$ cat src/rtl/session_req_sequencer_if.sv
// ---------------------------------------------------------------------------
// session_req_sequencer_if
//
// Generic valid/ready stream bundle used for every request and reply channel
// of session_req_sequencer. The payload width is set per instance.
//
// Signals:
//   tdata  [DATA_W-1:0]  payload, carried bit-exact
//   tvalid               producer has a beat
//   tready               consumer can take the beat
//
// Modports:
//   master  drives tdata/tvalid, samples tready
//   slave   samples tdata/tvalid, drives tready
// ---------------------------------------------------------------------------
interface session_req_sequencer_if #(
  parameter int DATA_W = 72
);
  logic [DATA_W-1:0] tdata;
  logic              tvalid;
  logic              tready;

  modport master (output tdata, output tvalid, input tready);
  modport slave  (input tdata, input tvalid, output tready);
endinterface

$ cat src/rtl/session_req_sequencer.sv
// ---------------------------------------------------------------------------
// session_req_sequencer
//
// Sits between the TOE session lookup logic and the cuckoo CAM. Lookup and
// update requests each pass through a one-entry registered slice; replies
// pass straight through. Lookups in flight are counted and capped at
// MAX_OUTSTANDING. An update is only let into its slice once every
// outstanding lookup has been answered, and no new request is accepted
// until that update has been answered.
//
// Parameters:
//   MAX_OUTSTANDING  lookups allowed in flight without a reply (1..15)
//
// Ports:
//   ap_clk, ap_rst           clock, synchronous active-high reset
//   s_axis_session_lup_req   slave,  72-bit lookup requests from the TOE
//   s_axis_session_upd_req   slave,  88-bit update requests from the TOE
//   m_lookup_request_V       master, 72-bit lookup requests to the CAM
//   m_update_request_V       master, 88-bit update requests to the CAM
//   s_lookup_reply_V         slave,  88-bit lookup replies from the CAM
//   s_update_replay_V        slave,  88-bit update replies from the CAM
//   m_axis_session_lup_rsp   master, 88-bit lookup replies to the TOE
//   m_axis_session_upd_rsp   master, 88-bit update replies to the TOE
//   outstanding [3:0]        lookups currently in flight
//
// Optional feature, enabled by defining macro SESSION_SEQ_STATS_EN:
//   stat_lup_cnt   [31:0]    accepted TOE lookup requests (wrapping)
//   stat_upd_cnt   [31:0]    accepted TOE update requests (wrapping)
//   stat_stall_cnt [31:0]    cycles with lookup tvalid=1 and tready=0
//
// err_underflow is a sticky internal debug register: set when a lookup
// reply is handed to the TOE while no lookup is outstanding.
// ---------------------------------------------------------------------------
module session_req_sequencer #(
  parameter int MAX_OUTSTANDING = 8
) (
  input  logic                          ap_clk,
  input  logic                          ap_rst,
  session_req_sequencer_if.slave        s_axis_session_lup_req,
  session_req_sequencer_if.slave        s_axis_session_upd_req,
  session_req_sequencer_if.master       m_lookup_request_V,
  session_req_sequencer_if.master       m_update_request_V,
  session_req_sequencer_if.slave        s_lookup_reply_V,
  session_req_sequencer_if.slave        s_update_replay_V,
  session_req_sequencer_if.master       m_axis_session_lup_rsp,
  session_req_sequencer_if.master       m_axis_session_upd_rsp,
  output logic [3:0]                    outstanding
`ifdef SESSION_SEQ_STATS_EN
  ,
  output logic [31:0]                   stat_lup_cnt,
  output logic [31:0]                   stat_upd_cnt,
  output logic [31:0]                   stat_stall_cnt
`endif
);

  typedef enum logic [1:0] {
    IDLE     = 2'd0,
    DRAIN    = 2'd1,
    UPD_WAIT = 2'd2
  } state_t;

  state_t       state;
  logic         lup_valid;
  logic [71:0]  lup_data;
  logic         upd_valid;
  logic [87:0]  upd_data;
  logic         err_underflow;

  logic         lup_fwd;
  logic         upd_fwd;
  logic         lup_rsp_hs;
  logic         upd_rsp_hs;
  logic         lup_room;
  logic         lup_ready;
  logic         upd_ready;
  logic         lup_acc;
  logic         upd_acc;

  // Request slices drive the CAM-side master ports straight from registers.
  assign m_lookup_request_V.tvalid = lup_valid;
  assign m_lookup_request_V.tdata  = lup_data;
  assign m_update_request_V.tvalid = upd_valid;
  assign m_update_request_V.tdata  = upd_data;

  // Replies are plain wires; the counter only observes the TOE-side handshake.
  assign m_axis_session_lup_rsp.tdata  = s_lookup_reply_V.tdata;
  assign m_axis_session_lup_rsp.tvalid = s_lookup_reply_V.tvalid;
  assign s_lookup_reply_V.tready       = m_axis_session_lup_rsp.tready;
  assign m_axis_session_upd_rsp.tdata  = s_update_replay_V.tdata;
  assign m_axis_session_upd_rsp.tvalid = s_update_replay_V.tvalid;
  assign s_update_replay_V.tready      = m_axis_session_upd_rsp.tready;

  assign lup_fwd    = lup_valid & m_lookup_request_V.tready;
  assign upd_fwd    = upd_valid & m_update_request_V.tready;
  assign lup_rsp_hs = m_axis_session_lup_rsp.tvalid & m_axis_session_lup_rsp.tready;
  assign upd_rsp_hs = m_axis_session_upd_rsp.tvalid & m_axis_session_upd_rsp.tready;

  // A beat sitting in the slice is already committed to the CAM, so it counts
  // against the cap. A draining beat moves from slice to counter, leaving the
  // sum unchanged, so the same test holds whether or not the slice drains.
  assign lup_room = ({1'b0, outstanding} + {4'b0000, lup_valid}) < 5'(MAX_OUTSTANDING);

  // A pending update blocks lookups in the same cycle so the update wins.
  assign lup_ready = !ap_rst && (state == IDLE) && !s_axis_session_upd_req.tvalid
                     && (!lup_valid || m_lookup_request_V.tready) && lup_room;

  // The update is only admitted once the CAM has no lookup left to answer.
  assign upd_ready = !ap_rst && (state == DRAIN) && (outstanding == 4'd0) && !lup_valid
                     && (!upd_valid || m_update_request_V.tready);

  assign s_axis_session_lup_req.tready = lup_ready;
  assign s_axis_session_upd_req.tready = upd_ready;

  assign lup_acc = s_axis_session_lup_req.tvalid & lup_ready;
  assign upd_acc = s_axis_session_upd_req.tvalid & upd_ready;

  // Slices, in-flight counter, underflow flag and sequencing FSM.
  always_ff @(posedge ap_clk) begin
    if (ap_rst) begin
      state         <= IDLE;
      lup_valid     <= 1'b0;
      upd_valid     <= 1'b0;
      outstanding   <= 4'd0;
      err_underflow <= 1'b0;
    end else begin
      if (lup_acc) begin
        lup_valid <= 1'b1;
        lup_data  <= s_axis_session_lup_req.tdata;
      end else if (lup_fwd) begin
        lup_valid <= 1'b0;
      end

      if (upd_acc) begin
        upd_valid <= 1'b1;
        upd_data  <= s_axis_session_upd_req.tdata;
      end else if (upd_fwd) begin
        upd_valid <= 1'b0;
      end

      // Saturate at zero on a stray reply instead of wrapping.
      if (lup_fwd && !lup_rsp_hs) begin
        outstanding <= outstanding + 4'd1;
      end else if (!lup_fwd && lup_rsp_hs && (outstanding != 4'd0)) begin
        outstanding <= outstanding - 4'd1;
      end

      if (lup_rsp_hs && (outstanding == 4'd0)) begin
        err_underflow <= 1'b1;
      end

      case (state)
        IDLE:     if (s_axis_session_upd_req.tvalid) state <= DRAIN;
        DRAIN:    if (upd_acc)                       state <= UPD_WAIT;
        UPD_WAIT: if (upd_rsp_hs)                    state <= IDLE;
        default:                                     state <= IDLE;
      endcase
    end
  end

`ifdef SESSION_SEQ_STATS_EN
  // Request and stall statistics; all counters wrap.
  always_ff @(posedge ap_clk) begin
    if (ap_rst) begin
      stat_lup_cnt   <= 32'd0;
      stat_upd_cnt   <= 32'd0;
      stat_stall_cnt <= 32'd0;
    end else begin
      if (lup_acc) begin
        stat_lup_cnt <= stat_lup_cnt + 32'd1;
      end
      if (upd_acc) begin
        stat_upd_cnt <= stat_upd_cnt + 32'd1;
      end
      if (s_axis_session_lup_req.tvalid && !lup_ready) begin
        stat_stall_cnt <= stat_stall_cnt + 32'd1;
      end
    end
  end
`endif

endmodule

$ cat src/flat_wrapper.sv
// flat-port wrapper written by rule: the top's interface ports become plain ports
module session_req_sequencer_flat 
#(
  parameter int MAX_OUTSTANDING = 8
)
  (ap_clk, ap_rst, outstanding, s_axis_session_lup_req_tdata, s_axis_session_lup_req_tvalid, s_axis_session_lup_req_tready, s_axis_session_upd_req_tdata, s_axis_session_upd_req_tvalid, s_axis_session_upd_req_tready, m_lookup_request_V_tdata, m_lookup_request_V_tvalid, m_lookup_request_V_tready, m_update_request_V_tdata, m_update_request_V_tvalid, m_update_request_V_tready, s_lookup_reply_V_tdata, s_lookup_reply_V_tvalid, s_lookup_reply_V_tready, s_update_replay_V_tdata, s_update_replay_V_tvalid, s_update_replay_V_tready, m_axis_session_lup_rsp_tdata, m_axis_session_lup_rsp_tvalid, m_axis_session_lup_rsp_tready, m_axis_session_upd_rsp_tdata, m_axis_session_upd_rsp_tvalid, m_axis_session_upd_rsp_tready);
  session_req_sequencer_if #(.DATA_W(72)) s_axis_session_lup_req_i ();
  session_req_sequencer_if #(.DATA_W(88)) s_axis_session_upd_req_i ();
  session_req_sequencer_if #(.DATA_W(72)) m_lookup_request_V_i ();
  session_req_sequencer_if #(.DATA_W(88)) m_update_request_V_i ();
  session_req_sequencer_if #(.DATA_W(88)) s_lookup_reply_V_i ();
  session_req_sequencer_if #(.DATA_W(88)) s_update_replay_V_i ();
  session_req_sequencer_if #(.DATA_W(88)) m_axis_session_lup_rsp_i ();
  session_req_sequencer_if #(.DATA_W(88)) m_axis_session_upd_rsp_i ();
  input  logic ap_clk;
  input  logic ap_rst;
  output logic [3:0] outstanding;
  input wire logic [$bits(s_axis_session_lup_req_i.tdata)-1:0] s_axis_session_lup_req_tdata;
  input wire logic [$bits(s_axis_session_lup_req_i.tvalid)-1:0] s_axis_session_lup_req_tvalid;
  output wire logic [$bits(s_axis_session_lup_req_i.tready)-1:0] s_axis_session_lup_req_tready;
  input wire logic [$bits(s_axis_session_upd_req_i.tdata)-1:0] s_axis_session_upd_req_tdata;
  input wire logic [$bits(s_axis_session_upd_req_i.tvalid)-1:0] s_axis_session_upd_req_tvalid;
  output wire logic [$bits(s_axis_session_upd_req_i.tready)-1:0] s_axis_session_upd_req_tready;
  output wire logic [$bits(m_lookup_request_V_i.tdata)-1:0] m_lookup_request_V_tdata;
  output wire logic [$bits(m_lookup_request_V_i.tvalid)-1:0] m_lookup_request_V_tvalid;
  input wire logic [$bits(m_lookup_request_V_i.tready)-1:0] m_lookup_request_V_tready;
  output wire logic [$bits(m_update_request_V_i.tdata)-1:0] m_update_request_V_tdata;
  output wire logic [$bits(m_update_request_V_i.tvalid)-1:0] m_update_request_V_tvalid;
  input wire logic [$bits(m_update_request_V_i.tready)-1:0] m_update_request_V_tready;
  input wire logic [$bits(s_lookup_reply_V_i.tdata)-1:0] s_lookup_reply_V_tdata;
  input wire logic [$bits(s_lookup_reply_V_i.tvalid)-1:0] s_lookup_reply_V_tvalid;
  output wire logic [$bits(s_lookup_reply_V_i.tready)-1:0] s_lookup_reply_V_tready;
  input wire logic [$bits(s_update_replay_V_i.tdata)-1:0] s_update_replay_V_tdata;
  input wire logic [$bits(s_update_replay_V_i.tvalid)-1:0] s_update_replay_V_tvalid;
  output wire logic [$bits(s_update_replay_V_i.tready)-1:0] s_update_replay_V_tready;
  output wire logic [$bits(m_axis_session_lup_rsp_i.tdata)-1:0] m_axis_session_lup_rsp_tdata;
  output wire logic [$bits(m_axis_session_lup_rsp_i.tvalid)-1:0] m_axis_session_lup_rsp_tvalid;
  input wire logic [$bits(m_axis_session_lup_rsp_i.tready)-1:0] m_axis_session_lup_rsp_tready;
  output wire logic [$bits(m_axis_session_upd_rsp_i.tdata)-1:0] m_axis_session_upd_rsp_tdata;
  output wire logic [$bits(m_axis_session_upd_rsp_i.tvalid)-1:0] m_axis_session_upd_rsp_tvalid;
  input wire logic [$bits(m_axis_session_upd_rsp_i.tready)-1:0] m_axis_session_upd_rsp_tready;
  assign s_axis_session_lup_req_i.tdata = s_axis_session_lup_req_tdata;
  assign s_axis_session_lup_req_i.tvalid = s_axis_session_lup_req_tvalid;
  assign s_axis_session_lup_req_tready = s_axis_session_lup_req_i.tready;
  assign s_axis_session_upd_req_i.tdata = s_axis_session_upd_req_tdata;
  assign s_axis_session_upd_req_i.tvalid = s_axis_session_upd_req_tvalid;
  assign s_axis_session_upd_req_tready = s_axis_session_upd_req_i.tready;
  assign m_lookup_request_V_tdata = m_lookup_request_V_i.tdata;
  assign m_lookup_request_V_tvalid = m_lookup_request_V_i.tvalid;
  assign m_lookup_request_V_i.tready = m_lookup_request_V_tready;
  assign m_update_request_V_tdata = m_update_request_V_i.tdata;
  assign m_update_request_V_tvalid = m_update_request_V_i.tvalid;
  assign m_update_request_V_i.tready = m_update_request_V_tready;
  assign s_lookup_reply_V_i.tdata = s_lookup_reply_V_tdata;
  assign s_lookup_reply_V_i.tvalid = s_lookup_reply_V_tvalid;
  assign s_lookup_reply_V_tready = s_lookup_reply_V_i.tready;
  assign s_update_replay_V_i.tdata = s_update_replay_V_tdata;
  assign s_update_replay_V_i.tvalid = s_update_replay_V_tvalid;
  assign s_update_replay_V_tready = s_update_replay_V_i.tready;
  assign m_axis_session_lup_rsp_tdata = m_axis_session_lup_rsp_i.tdata;
  assign m_axis_session_lup_rsp_tvalid = m_axis_session_lup_rsp_i.tvalid;
  assign m_axis_session_lup_rsp_i.tready = m_axis_session_lup_rsp_tready;
  assign m_axis_session_upd_rsp_tdata = m_axis_session_upd_rsp_i.tdata;
  assign m_axis_session_upd_rsp_tvalid = m_axis_session_upd_rsp_i.tvalid;
  assign m_axis_session_upd_rsp_i.tready = m_axis_session_upd_rsp_tready;
  session_req_sequencer #(.MAX_OUTSTANDING(MAX_OUTSTANDING)) u_core (.ap_clk(ap_clk), .ap_rst(ap_rst), .s_axis_session_lup_req(s_axis_session_lup_req_i), .s_axis_session_upd_req(s_axis_session_upd_req_i), .m_lookup_request_V(m_lookup_request_V_i), .m_update_request_V(m_update_request_V_i), .s_lookup_reply_V(s_lookup_reply_V_i), .s_update_replay_V(s_update_replay_V_i), .m_axis_session_lup_rsp(m_axis_session_lup_rsp_i), .m_axis_session_upd_rsp(m_axis_session_upd_rsp_i), .outstanding(outstanding));
endmodule
$ cat config.mk
export PLATFORM = sky130hd
export DESIGN_NAME = session_req_sequencer_flat
export DESIGN_NICKNAME = d
export VERILOG_FILES = /design/src/rtl/session_req_sequencer_if.sv /design/src/rtl/session_req_sequencer.sv /design/src/flat_wrapper.sv
export SDC_FILE = /design/constraint.sdc
export NUM_CORES = 1
export LEC_CHECK = 0
export ABC_AREA = 1
export CORE_AREA = 2 2 268 270
export DETAILED_ROUTE_END_ITERATION = 10
export DIE_AREA = 0 0 270 272
export GPL_TIMING_DRIVEN = 1
export MAX_ROUTING_LAYER = met4
export PLACE_DENSITY = 0.3
export SYNTH_ARGS = -nofsm -noshare
export SYNTH_HDL_FRONTEND = slang
export SYNTH_SLANG_ARGS = --single-unit
$ cat constraint.sdc
create_clock -name ap_clk -period 6.4 [get_ports ap_clk]
set_input_delay 0.64 -clock ap_clk [delete_from_list [all_inputs] [get_ports ap_clk]]
set_output_delay 0.64 -clock ap_clk [all_outputs]
set_load 0.005 [all_outputs]
Yosys cells after proc, flatten, opt, wreduce, memory -nomap -nowiden --
Cells that the tools add are included. W data, S select, Z words.
Cells by class: add/subtract/negate cells 3, magnitude comparators 1, eq/ne operators 5, mux-type cells 10, bitwise logic cells 7, reduce and logical (&&, ||, !) cells 28
Operators by type and width (number):
- $logic_and A1 B1 Y1 | 11
- $mux W4 | 2
- $and A1 B1 Y1 | 6
- $logic_not A1 Y1 | 6
- $mux W2 | 3
- $pmux W2 S3 | 1
- $reduce_bool A2 Y1 | 3
- $add A4 B1 Y5 | 1
- $lt A5 B4 Y1 const B | 1
- $add A4 B1 Y4 const B | 1
- $logic_not A4 Y1 | 1
- $mux W1 | 4
- $ne A2 B1 Y1 const B | 2
- $reduce_and A2 Y1 | 2
- $reduce_bool A4 Y1 | 1
- $sub A4 B1 Y4 const B | 1
- $reduce_and A3 Y1 | 1
- $eq A2 B1 Y1 const B | 1
- $eq A2 B2 Y1 const B | 1
- $logic_not A2 Y1 | 1
- $logic_or A1 B1 Y1 | 2
- $ne A2 B2 Y1 const B | 1
- $not A1 Y1 | 1
Word-level totals: flip-flop bits (word level) 168, output and inout port bits 348

Logic depth before layout (Yosys ltp) --
Gate-level depths: netlist of run 1.
word-level depth 8, depth in mapped cells 12, depth with buffers taken out 12

Worst setup path after synthesis of run 1 --
Ideal clock, no wire load.
path kind input-to-reg, start point input port ap_rst, end point register u_core.upd_data[0], in the netlist u_core.m_update_request_V.tdata[0] (enable), library setup time 0.442 ns, arrival 2.840 ns, setup slack 3.118 ns, cell stages on the path 6, path buffers 1, cell sequence buf_6 nor2_2 nand3_1 nor2_2 nand2_2 inv_1
Between the ends: longest elaborated chain between the ends 7, elaborated cells between the ends (all ways) 8, classes of those cells bitwise: 2; reduce/logical: 6
RTL lines:
- start: declaration | RTL line flat_wrapper.sv:16 | input logic ap_rst;
- $logic_not A1 Y1 | RTL line session_req_sequencer.sv:108 | assign upd_ready = !ap_rst && (state == DRAIN) && (outstanding == 4'd0) && !lup_valid
- $logic_and A1 B1 Y1 (3 in series) | RTL line session_req_sequencer.sv:108
- $logic_and A1 B1 Y1 | RTL line session_req_sequencer.sv:109 | && (!upd_valid || m_update_request_V.tready);
- net s_axis_session_upd_req_tready | RTL line flat_wrapper.sv:23 | output wire logic [$bits(s_axis_session_upd_req_i.tready)-1:0] s_axis_session_upd_req_tready;
- $and A1 B1 Y1 | RTL line session_req_sequencer.sv:115 | assign upd_acc = s_axis_session_upd_req.tvalid & upd_ready;
- $reduce_and A2 Y1 (no line)
- end signal: assignment | RTL line session_req_sequencer.sv:135 | upd_data <= s_axis_session_upd_req.tdata;
- end: declaration | RTL line session_req_sequencer.sv:66 | logic [87:0] upd_data;
The timed path passes the listed nets, and every way through them passes these cells. A chain may end at the register's enable or synchronous reset.

Worst setup path after layout of run 1 --
start point input port ap_rst, end point output port s_axis_session_lup_req_tready
Between the ends: longest elaborated chain between the ends 5
RTL lines:
- $logic_not A1 Y1 | RTL line session_req_sequencer.sv:104 | assign lup_ready = !ap_rst && (state == IDLE) && !s_axis_session_upd_req.tvalid
- $logic_and A1 B1 Y1 (2 in series) | RTL line session_req_sequencer.sv:104
- $logic_and A1 B1 Y1 (2 in series) | RTL line session_req_sequencer.sv:105 | && (!lup_valid || m_lookup_request_V.tready) && lup_room;
- end: declaration | RTL line flat_wrapper.sv:20 | output wire logic [$bits(s_axis_session_lup_req_i.tready)-1:0] s_axis_session_lup_req_tready;
No other way between the ends.

==> results.md, run 1 <==
* Sw Pwr at between 0.6 and 0.7 mW
* Clock-pin transition on the worst setup and hold timing paths at 0.08 ns
* Via count of the first global-routing pass at 4033
* Number of nets produced by synthesis at 766
* Max transition margin at 49.48%
* Clk pwr share at 39.0%
* Avg Inst Size Synth at 15.99 um2
* TritonCTS clock tree: built
* Required time of the worst setup path at 5.76 ns
* Largest net degree at the start of global routing at 55
* Portion of total power attributed to combinational logic at roughly an eighth
* Number of antenna violations at the first check in global routing at 7
* Total setup buffers inserted after CTS at 0
* Sequential group share of total power at 48.7%
* Number of different library cells in the post-synthesis netlist at 19
* Routed wire length at 29.64 mm
* Synthesized area at 0.006669 mm2
* Global-route met2 utilization at 13.39%
* Total power per unit cell area at 253.8 mW/mm2
* Final worst clock skew at 0.01520 ns
* Average wire per standard cell at 18.91 um
* Fin. max-slew vios at 0
* Number of violations reported at the end of detailed-routing iteration 0 at 166
* Boundary pin count at just under 700
* Path category of the worst min-delay check: flip-flop to flip-flop
* GRT Residual Overflow at 0
* Post-layout instance count excluding filler cells at 1567
* Leak pwr at 3.294 nW
* Placeable core region at 0.07075 mm2
* Instance count of the mapped netlist at roughly 420
* Y dimension of the die at between 200 and 300 um
* Detailed Routing Iterations Pass 1 at 5
* Post-detailed-placement half-perimeter wirelength at 24.46 mm
* Warnings, synthesis at 0
* Wire length of the first global-routing pass at 38.32 mm
* Cell internal pwr at around 2.0 mW
* Floorplan die area at 0.07344 mm2
* Result of the run: finished clean
* H-tree levels at 4
* Die X at 270 um
* WP data arrival at ~2.4 ns
* Number of flip-flops and latches in the synthesized netlist at 168
* Global Route Usage Sum at 8.128%
* Commonest non-fill, non-tap cell in the layout: clkdlybuf4s50_1
* CTS-repair resized insts at 0
* Post-route antenna net violation count at 0
* Sw Share at 25.37%
* Number of remaining DRC errors at 0
* Total clock sinks at 168
* Met3 Track Usage GR at about 6.4%
* Final total power at 2.666 mW
* Dpl cells at 1529
* Clock Root Buffer: clkbuf_16
* Launching element type of the critical path: input pin
* Synthesis-to-finish area growth at 57.49%
* Final hold violation count at 0
* Num rows at roughly 100
* Final Cycle Share at a little under half
* RSZ-0062 raised after global routing: no
* Max rail drop VDD at approximately 0.15 mV
* Max Clk Rate at 327.0 MHz
* Max-cap viol count at 0
* Number of buffers inserted by port buffering at approximately 340
* Tightest Pin Transition at ~0.76 ns
* Final standard cell utilization of the core at between 10% and 20%
* Routed via count at slightly below 4k
* Register area share after synthesis at 74.45%
* Grt peak-use layer: met2
* Met1 GRT Util at roughly 6.6%
* Final-layout setup total negative slack at 0 ns
* Layout cells sized above 1 at under 10%
* Post-layout net count at 947
* Initial Utilization at 9.426%
* Clock insertion delay at the later pin of the skew report at approximately 0.46 ns
* CTS Hold Buffers Added at 0
* RD Place Congestion at between 0.7 and 0.8
* Tmin final at between 3 and 4 ns
* Clock tree buffer depth at 2
* Vias per inst at 2.505
* Category of the critical setup timing path: input pin to primary output
* Number of clock buffers inserted by TritonCTS at 17
* Commonest cells after routing, fill and taps aside: clkdlybuf4s50_1, edfxtp_1, nand2_1
* # setup viols final at 0
* Maximum net fanout on the critical path at 10
* Category of the worst setup path capture point: primary output
==> synth_stat cells <==
library cell / count / area [um2]
ha_1: 2 / 25.02
nor2_4: 1 / 11.26
nor2_1: 9 / 33.78
buf_4: 180 / 1351
fa_1: 1 / 20.02
o21ai_1: 1 / 5.000
nor3_1: 2 / 10.01
edfxtp_1: 160 / 4805
nand2_2: 4 / 25.02
xor2_1: 1 / 8.760
nand2_1: 19 / 71.32
nor3b_1: 1 / 7.510
a21oi_1: 7 / 35.03
nand3_1: 7 / 35.03
nor2_2: 2 / 12.51
buf_6: 1 / 11.26
inv_2: 2 / 7.510
dfxtp_1: 8 / 160.2
inv_1: 9 / 33.78
==> path summary, 6_finish.rpt <==
check	cells past startpoint	end	slack [ns]	startpoint
max	4	s_axis_session_lup_req_tready	3.34	ap_rst
min	2	u_core.m_update_request_V.tvalid$_SDFFE_PP0P_	0.52	u_core.m_update_request_V.tvalid$_SDFFE_PP0P_
max reg2reg	6	u_core.m_lookup_request_V.tdata[50]$_DFFE_PP_	3.87	u_core.m_lookup_request_V.tvalid$_SDFFE_PP0P_
min reg2reg	2	u_core.m_update_request_V.tvalid$_SDFFE_PP0P_	0.52	u_core.m_update_request_V.tvalid$_SDFFE_PP0P_
==> sequential cells by signal, indices dropped and copies added, names as in the netlist <==
signal and flops:
u_core.m_lookup_request_V.tvalid 1, u_core.state 2, u_core.outstanding 4, u_core.m_lookup_request_V.tdata 72, u_core.m_update_request_V.tvalid 1, u_core.m_update_request_V.tdata 88
==> per-layer routing <==
| metal | vias to the layer above | wire length (um) | part of all wire (%) |
|---|---|---|---|
| met5 | - | 0 | 0 |
| met4 | 0 | 960 | 3.2 |
| met3 | 100 | 5062 | 17 |
| met2 | 421 | 14730 | 50 |
| met1 | 1763 | 8881 | 30 |
| li1 | 1641 | - | - |
==> power groups by stage <==
| stage | combinational (mW) | sequential, mW | clock, mW |
|---|---|---|---|
| floorplan | 0.166 | 1.33 | 0 |
| global placement | 0.339 | 1.32 | 0 |
| detailed placement | 0.337 | 1.32 | 0 |
| CTS | 0.338 | 1.30 | 1.11 |
| global route | 0.361 | 1.31 | 1.14 |
| finish | 0.329 | 1.30 | 1.04 |
==> kinds of logic (layout without fill, tap and decap cells) <==
group / count (synthesis) / in the layout / synth area share (%)
xor gates and xnor gates: 1 / 1 / 0.1314
other: 0 / 6 / 0
buffers and inverters: 192 / 386 / 21.05
DFF: 168 / 168 / 74.45
adders and majority gates: 3 / 3 / 0.6754
and+or+nand+nor: 45 / 45 / 3.096
AOI/OAI and AO/OA: 8 / 8 / 0.6002
==> final cells by class <==
class | count | area [um2]
Fill cell | 7839 | 60250
Sequential cell | 168 | 4965
Timing Repair Buffer | 343 | 3428
Tap cell | 950 | 1189
Clock buffer | 18 | 429.2
Multi-Input combinational cell | 57 | 300.3
Clock inverter | 14 | 132.6
Inverter | 11 | 43.79
Antenna cell | 6 | 15.01
==> stage by stage <==
step / area (um2) / hold WS (ns) / worst slack, ns
finish: 10500 / 0.5248 / 3.342
global route: 10500 / 0.5388 / 3.154
CTS: 10490 / 0.5226 / 3.345
detailed placement: 9926 / 0.5102 / 2.994
global placement: 9926 / 0.5062 / 3.005
floorplan: 6669 / 0.4798 / 3.118
==> critical path, stage by stage <==
cell,delay [ns]
clkdlybuf4s50_1,0.61
nor3_1,0.31
nor3b_1,0.29
clkdlybuf4s50_1,0.57
No activity file was read; power rests on OpenSTA's default activity.
==> run 2: changes to the inputs <==
--- a/config.mk
+++ b/config.mk
@@ -6,9 +6,9 @@
 export NUM_CORES = 1
 export LEC_CHECK = 0
 export ABC_AREA = 1
-export CORE_AREA = 2 2 268 270
+export CORE_AREA = 2 2 269 271
 export DETAILED_ROUTE_END_ITERATION = 10
-export DIE_AREA = 0 0 270 272
+export DIE_AREA = 0 0 271 273
 export GPL_TIMING_DRIVEN = 1
 export MAX_ROUTING_LAYER = met4
 export PLACE_DENSITY = 0.3
==> constraint.sdc (replaced) <==
create_clock -name ap_clk -period 3.05 [get_ports ap_clk]
set_input_delay 0.305 -clock ap_clk [delete_from_list [all_inputs] [get_ports ap_clk]]
set_output_delay 0.305 -clock ap_clk [all_outputs]
set_load 0.005 [all_outputs]
==> run 2 against run 1 <==
  * Count of clock-buffer cells in the layout shrank 1
  * Register-to-register slack got worse by 2.6 ns
  * Die area up 0.74%
  * Hold slack got worse by 0.16 ns
  * Sequential power grew 110%
  * Routed wire length up 7.8%
  * Non-clock buffer count rose by 4
  * Global-route usage up 0.60 points
  * Sequential cell count is the same
  * Combinational power increased by 110%
  * Total power grew 120%
==> results.md, run 2 (synthesis gave the netlist of run 1 again) <==
* Result of the run: finished clean (unchanged)
* Destination of the worst register-to-register timing path: u_core.m_lookup_request_V.tdata[24]$_DFFE_PP_ (was u_core.m_lookup_request_V.tdata[50]$_DFFE_PP_)
* Largest register FFs at 88 (unchanged)
* Post-layout net count at 951 (was 947)
* Y dimension of the die at 273 um (was 272 um)
* Path category of the worst min-delay check: input pin to flip-flop (was flip-flop to flip-flop)
* Fin Hold WS at 0.3678 ns (was 0.5248 ns)
* Number of violations reported at the end of detailed-routing iteration 0 at 149 (was 166)
* Detailed Routing Iterations Pass 1 at 4 (was 5)
* Final hold violation count at 0 (unchanged)
* Placeable core region at 0.07100 mm2 (was 0.07075 mm2)
* Buffering stage count on the worst path with inverters included at 2 (unchanged)
* Via count of the first global-routing pass at 4256 (was 4033)
* Post-route antenna net violation count at 0 (unchanged)
* Number of antenna violations at the first check in global routing at 1 (was 7)
* Category of the worst setup path capture point: primary output (unchanged)
* Post-detailed-placement half-perimeter wirelength at 26.63 mm (was 24.46 mm)
* Number of remaining DRC errors at 0 (unchanged)
* Synthesis-to-finish area growth at 59.19% (was 57.49%)
* Total setup buffers inserted after CTS at 0 (unchanged)
* Total power per unit cell area at 545.9 mW/mm2 (was 253.8 mW/mm2)
* CTS Hold Buffers Added at 0 (unchanged)
* Commonest cells after routing, fill and taps aside: clkdlybuf4s50_1, edfxtp_1, nand2_1 (unchanged)
* Required time of the worst setup path at 2.74 ns (was 5.76 ns)
* Critical Path Source: ap_rst (unchanged)
* Routed via count at 3945 (was 3925)
* Vias per inst at 2.519 (was 2.505)
* Floorplan die area at 0.07398 mm2 (was 0.07344 mm2)
* CTS-repair resized insts at 0 (unchanged)
* Max transition margin at 59.65% (was 49.48%)
* Largest net degree at the start of global routing at 73 (was 55)
* Category of the critical setup timing path: input pin to primary output (unchanged)
* Cell family with most CP delay: buffers and inverters (unchanged)
* Wire length of the first global-routing pass at 40.54 mm (was 38.32 mm)
* Initial Utilization at 9.393% (was 9.426%)
* Biggest cell delay along the critical path at 0.61 ns (about the same)
* Fillcell total at 7789 (was 7839)
* Worst path most repeated cell: clkdlybuf4s50_1 (unchanged)
* Leak pwr at 3.356 nW (was 3.294 nW)
* R2r setup slk at 1.23 ns (was 3.87 ns)
* Boundary pin count at 694 (unchanged)
* Clock tree buffer depth at 2 (unchanged)
* Average wire per standard cell at 20.40 um (was 18.91 um)
* H-tree levels at 4 (unchanged)
* # setup viols final at 0 (unchanged)
* Cell-by-cell trace of the critical path: clkdlybuf4s50_1, nor3_1, nor3b_1, clkdlybuf4s50_1 (unchanged)
* Area of the multi-input gates at 300.3 um2 (unchanged)
* Sequential standard cell area at 0.004965 mm2 (unchanged)
* Fin. max-slew vios at 0 (unchanged)
* Number of clock buffers inserted by TritonCTS at 17 (unchanged)
* GRT Residual Overflow at 0 (unchanged)
* Tmin final at 2.346 ns
* Max-cap viol count at 0 (unchanged)
* Start of the worst register-to-register path: u_core.outstanding[0]$_SDFFE_PP0P_ (was u_core.m_lookup_request_V.tvalid$_SDFFE_PP0P_)
* Wl on met1 at 8.973 mm (was 8.881 mm)
* Global Route Usage Sum at 8.732% (was 8.128%)
* Num rows at 98 (unchanged)
* Tightest Pin Transition at 0.6052 ns (was 0.7577 ns)
* Final worst clock skew at 0.02491 ns (was 0.01520 ns)
* Final total power at 5.795 mW (was 2.666 mW)
* Max rail drop VDD at 0.2772 mV (was 0.1481 mV)
* Total clock sinks at 168 (unchanged)
* Total length of routed met2 wires at 15.53 mm (was 14.73 mm)
* Clock Root Buffer: clkbuf_16 (unchanged)
* Final Cycle Share at between 70% and 80%
* Clock insertion delay at the later pin of the skew report at 0.49 ns (was 0.46 ns)
* Number of buffers inserted by port buffering at 341 (unchanged)
* Die X at 271 um (was 270 um)
* Met3 Routed Length at 6.580 mm (was 5.062 mm)
* CP Depth at 4 (unchanged)
* Max layer used: met4 (unchanged)
* Layout cells sized above 1 at 7.967% (was 7.201%)
* Clock-pin transition on the worst setup and hold timing paths at 0.09 ns (was 0.08 ns)
* RD Place Congestion at 0.7724 (was 0.7517)
* RSZ-0062 raised after global routing: no (unchanged)
* Routed wire length at 31.95 mm (was 29.64 mm)
* Number of cells on the worst reg-to-reg path at 6 (unchanged)
* Master of the slowest instance on the critical path: clkdlybuf4s50_1 (unchanged)
* Commonest non-fill, non-tap cell in the layout: clkdlybuf4s50_1 (unchanged)
* Launching element type of the critical path: input pin (unchanged)
* Final-layout setup total negative slack at 0 ns (unchanged)
* WP data arrival at 2.04 ns (was 2.42 ns)
* Max Clk Rate at 426.3 MHz
* Maximum net fanout on the critical path at 10 (unchanged)
* TritonCTS clock tree: built (unchanged)
* Worst Setup EP: s_axis_session_lup_req_tready (unchanged)
## run 2: how the worst min path moves through the flow
stage | from | endpoint | depth (start not counted) | slack (ns)
final | s_axis_session_lup_req_tdata[61] | u_core.m_lookup_request_V.tdata[61]$_DFFE_PP_ | 1 | 0.37
after global routing | s_axis_session_upd_req_tdata[40] | u_core.m_update_request_V.tdata[40]$_DFFE_PP_ | 1 | 0.32
after CTS | s_axis_session_upd_req_tdata[37] | u_core.m_update_request_V.tdata[37]$_DFFE_PP_ | 1 | 0.31
after detailed placement | u_core.state[1]$_SDFFE_PP0P_ | u_core.state[1]$_SDFFE_PP0P_ | 2 | 0.53
after global placement | u_core.state[0]$_SDFFE_PP0P_ | u_core.state[0]$_SDFFE_PP0P_ | 3 | 0.53
after floorplan | s_axis_session_lup_req_tdata[0] | u_core.m_lookup_request_V.tdata[0]$_DFFE_PP_ | 0 | 0.40
## run 2: layer usage
layer,GRT usage (%),up-vias
met5,-,-
met4,3.882,0
met3,8.224,76
met2,14.15,503
met1,6.492,1731
li1,-,1635
## run 2: area by class of cell
class	count	area share, %
multi-input cells	57	2.829
clock inverters	15	1.827
inverters	11	0.4243
diodes	1	0.02357
well taps	950	11.20
clock buffers	17	4.007
flip-flops and latches	168	46.77
repair buffers	347	32.93
## run 2: report_power, final
| group | switching, mW | internal [mW] |
|---|---|---|
| Sequential | 0.0550 | 2.67 |
| Combinational | 0.263 | 0.436 |
| Clock | 1.18 | 1.19 |
| Total | 1.50 | 4.30 |
## run 2: per-stage QoR
stage / utilization (%) / std cells / instance area [um2] / worst slack (ns)
5_1_grt: 14.95 / 1566 / 10620 / 0.5462
3_3_place_gp: 14.08 / 1533 / 9995 / 0.6908
4_1_cts: 14.95 / 1565 / 10610 / 0.6988
6_report: 14.95 / 1566 / 10620 / 0.7040
2_1_floorplan: - / 417 / 6669 / 0.08917
3_5_place_dp: 14.08 / 1533 / 9995 / 0.6816
## run 2: worst reg2reg max path, stage by stage (launching register included)
cell and delay, ns:
dfxtp_1 0.47, inv_2 0.07, nor3_1 0.30, nor2_1 0.07, nand3_1 0.14, inv_4 0.05, buf_12 0.19
==> run 3: changes to the inputs <==
==> constraint.sdc (replaced) <==
create_clock -name ap_clk -period 2.2 [get_ports ap_clk]
set_input_delay 0.22 -clock ap_clk [delete_from_list [all_inputs] [get_ports ap_clk]]
set_output_delay 0.22 -clock ap_clk [all_outputs]
set_load 0.005 [all_outputs]
==> run 3 against run 2 <==
  * Routed wire length down 9.5%
  * Utilization up 0.16 points
  * Sequential share of layout area down 0.37 points
  * First-iteration DRC count up 18%
  * Final area up 1.1%
  * Register-to-register slack worse by 0.71 ns
  * Non-clock buffer count up 5
  * Worst setup slack worse by 0.45 ns
==> results.md, run 3 (synthesis gave the netlist of run 1 again) <==
* Number of antenna violations at the first check in global routing at 0 (was 1)
* Number of violations reported at the end of detailed-routing iteration 0 at 176 (was 149)
* CTS Hold Buffers Added at 0 (unchanged)
* Average wire per standard cell at 18.42 um (was 20.40 um)
* Met1 GRT Util at 5.962% (was 6.492%)
* Placeable core region at 0.07100 mm2 (unchanged)
* GRT Residual Overflow at 0 (unchanged)
* Total clock sinks at 168 (unchanged)
* RSZ-0062 raised after global routing: no (unchanged)
* Buffering stage count on the worst path with inverters included at 3 (was 2)
* Layout cells sized above 1 at 10.81% (was 7.967%)
* Vias per inst at 2.525 (was 2.519)
* Max Clk Rate at 513.1 MHz
* DP Area at 0.01009 mm2 (was 0.009995 mm2)
* Boundary pin count at 694 (unchanged)
* Max rail drop VDD at 0.3763 mV (was 0.2772 mV)
* Floorplan die area at 0.07398 mm2 (unchanged)
* Detailed Routing Iterations Pass 1 at 4 (unchanged)
* Portion of total power attributed to combinational logic at 12.5% (was 12.1%)
* Setup WS post-layout at 0.2511 ns (was 0.7040 ns)
* Sw Pwr at 2.046 mW (was 1.497 mW)
* Final worst clock skew at 0.02879 ns (was 0.02491 ns)
* Max transition margin at 74.22% (was 59.65%)
* Number of clock buffers inserted by TritonCTS at 17 (unchanged)
* Num rows at 98 (unchanged)
* Required time of the worst setup path at 1.98 ns (was 2.74 ns)
* Cell family with most CP delay: buffers and inverters (unchanged)
* Final standard cell utilization of the core at 15.11% (was 14.95%)
* Max-cap viol count at 0 (unchanged)
* Launching element type of the critical path: flip-flop (was input pin)
* Fin. max-slew vios at 0 (unchanged)
* Post-detailed-placement half-perimeter wirelength at 24.01 mm (was 26.63 mm)
* Biggest cell delay along the critical path at 0.35 ns (was 0.61 ns)
* Sw Share at 25.49% (was 25.84%)
* Cell internal pwr at 5.981 mW (was 4.298 mW)
* Largest register FFs at 88 (unchanged)
* Antenna diode instance count at 0 (was 1)
* # setup viols final at 0 (unchanged)
* Path category of the worst min-delay check: input pin to flip-flop (unchanged)
* Initial Utilization at 9.393% (unchanged)
* Category of the critical setup timing path: flip-flop to primary output (was input pin to primary output)
* Post-route cell area at 0.01073 mm2 (was 0.01062 mm2)
* Result of the run: finished clean (unchanged)
* Category of the worst setup path capture point: primary output (unchanged)
* Number of buffers inserted by port buffering at 341 (unchanged)
* Commonest cells after routing, fill and taps aside: clkdlybuf4s50_1, edfxtp_1, nand2_1 (unchanged)
* Fin Hold WS at 0.2845 ns (was 0.3678 ns)
* Leak pwr at 3.388 nW (was 3.356 nW)
* Clk pwr share at 40.4% (was 40.9%)
* Grt peak-use layer: met2 (unchanged)
* Met3 Track Usage GR at 7.381% (was 8.224%)
* Number of remaining DRC errors at 0 (unchanged)
* Global-route met2 utilization at 12.42% (was 14.15%)
* Final total power at 8.028 mW (was 5.795 mW)
* Largest net degree at the start of global routing at 38 (was 73)
* Final hold violation count at 0 (unchanged)
* Post-layout instance count excluding filler cells at 1570 (was 1566)
* Master of the slowest instance on the critical path: dfxtp_2 (was clkdlybuf4s50_1)
* Sequential group share of total power at 47.1% (was 47.0%)
* WP data arrival at 1.73 ns (was 2.04 ns)
* Clock insertion delay at the later pin of the skew report at 0.48 ns (was 0.49 ns)
* Total power per unit cell area at 748.2 mW/mm2 (was 545.9 mW/mm2)
* Cell-by-cell trace of the critical path: inv_2, nor2_1, nor3_1, nor3b_2, buf_4, dlygate4sd2_1 (was clkdlybuf4s50_1, nor3_1, nor3b_1, clkdlybuf4s50_1)
* Synthesis-to-finish area growth at 60.88% (was 59.19%)
* Clock Root Buffer: clkbuf_16 (unchanged)
* Global Route Usage Sum at 7.937% (was 8.732%)
* Maximum net fanout on the critical path at 4 (was 10)
* Dpl cells at 1538 (was 1533)
* Y dimension of the die at 273 um (unchanged)
* Wire length of the first global-routing pass at 37.32 mm (was 40.54 mm)
* Via count of the first global-routing pass at 4179 (was 4256)
* Setup Slack @ Placement at 0.05496 ns (was 0.6816 ns)
* Fillcell total at 7778 (was 7789)
* Routed via count at 3965 (was 3945)
* Clock tree buffer depth at 2 (unchanged)
* Clock-pin transition on the worst setup and hold timing paths at 0.08 ns (was 0.09 ns)
* Final Cycle Share at about 89%
* Routed wire length at 28.93 mm (was 31.95 mm)
* Die X at 271 um (unchanged)
* TritonCTS clock tree: built (unchanged)
* Post-layout net count at 956 (was 951)
* Final-layout setup total negative slack at 0 ns (unchanged)
* H-tree levels at 4 (unchanged)
* Tightest Pin Transition at 0.3859 ns (was 0.6052 ns)
* Post-route antenna net violation count at 0 (unchanged)
* Tmin final at roughly 1.9 ns
* Commonest non-fill, non-tap cell in the layout: clkdlybuf4s50_1 (unchanged)
* RD Place Congestion at 0.7370 (was 0.7724)
-- run 3: changes by cell type in the layout (fill, tap and decap cells not counted), moves of 2 or more --
cell and change:
clkinv_8 +3, dfxtp_4 +2, dfxtp_1 -6, buf_4 +3, inv_1 -2, clkinvlp_4 +2, inv_6 -2, buf_12 +2
inv_2 +2, nor2_1 -2, dfxtp_2 +4
-- run 3: power by group through the flow --
stage | clock network, mW | logic [mW] | registers [mW]
floorplan | 0 | 0.497 | 3.87
global placement | 0 | 1.04 | 3.86
detailed placement | 0 | 1.02 | 3.86
CTS | 3.49 | 1.03 | 3.79
global route | 3.57 | 1.10 | 3.80
finish | 3.24 | 1.00 | 3.78
-- run 3: worst paths after layout --
check / start / end / slack [ns] / depth (start not counted)
max reg2reg: u_core.state[0]$_SDFFE_PP0P_ / u_core.m_update_request_V.tdata[28]$_DFFE_PP_ / 0.52 / 7
max: u_core.m_lookup_request_V.tvalid$_SDFFE_PP0P_ / s_axis_session_lup_req_tready / 0.25 / 6
min reg2reg: u_core.m_update_request_V.tvalid$_SDFFE_PP0P_ / u_core.m_update_request_V.tvalid$_SDFFE_PP0P_ / 0.52 / 2
min: s_axis_session_lup_req_tdata[68] / u_core.m_lookup_request_V.tdata[68]$_DFFE_PP_ / 0.28 / 1
-- run 3: timing repair --
| action | CTS | global route |
|---|---|---|
| setup buffers | 0 | 0 |
| resized for setup | 2 | 0 |
| setup endpoints to repair | 1 | 0 |
-- run 3: area by class of cell --
class	instances	area (um2)	share of cell area, %
clock buffers	17	425.4	3.965
clock inverters	15	206.4	1.924
inverters	11	48.80	0.4548
multi-input cells	57	325.3	3.032
flip-flops and latches	168	4977	46.39
well taps	950	1189	11.08
repair buffers	352	3557	33.15
-- run 3: layer usage --
metal	vias up	routed length, um
li1	1651	-
met1	1771	8379
met5	-	0
met2	452	13750
met4	0	1107
met3	91	5688
-- run 3: worst reg2reg max path: stages, from the launching register on --
cell and delay (ns):
dfxtp_1 0.35, inv_2 0.05, nor2_4 0.09, nand3_2 0.09, nor2_4 0.13, nand2_2 0.10, clkinvlp_4 0.30, buf_12 0.24
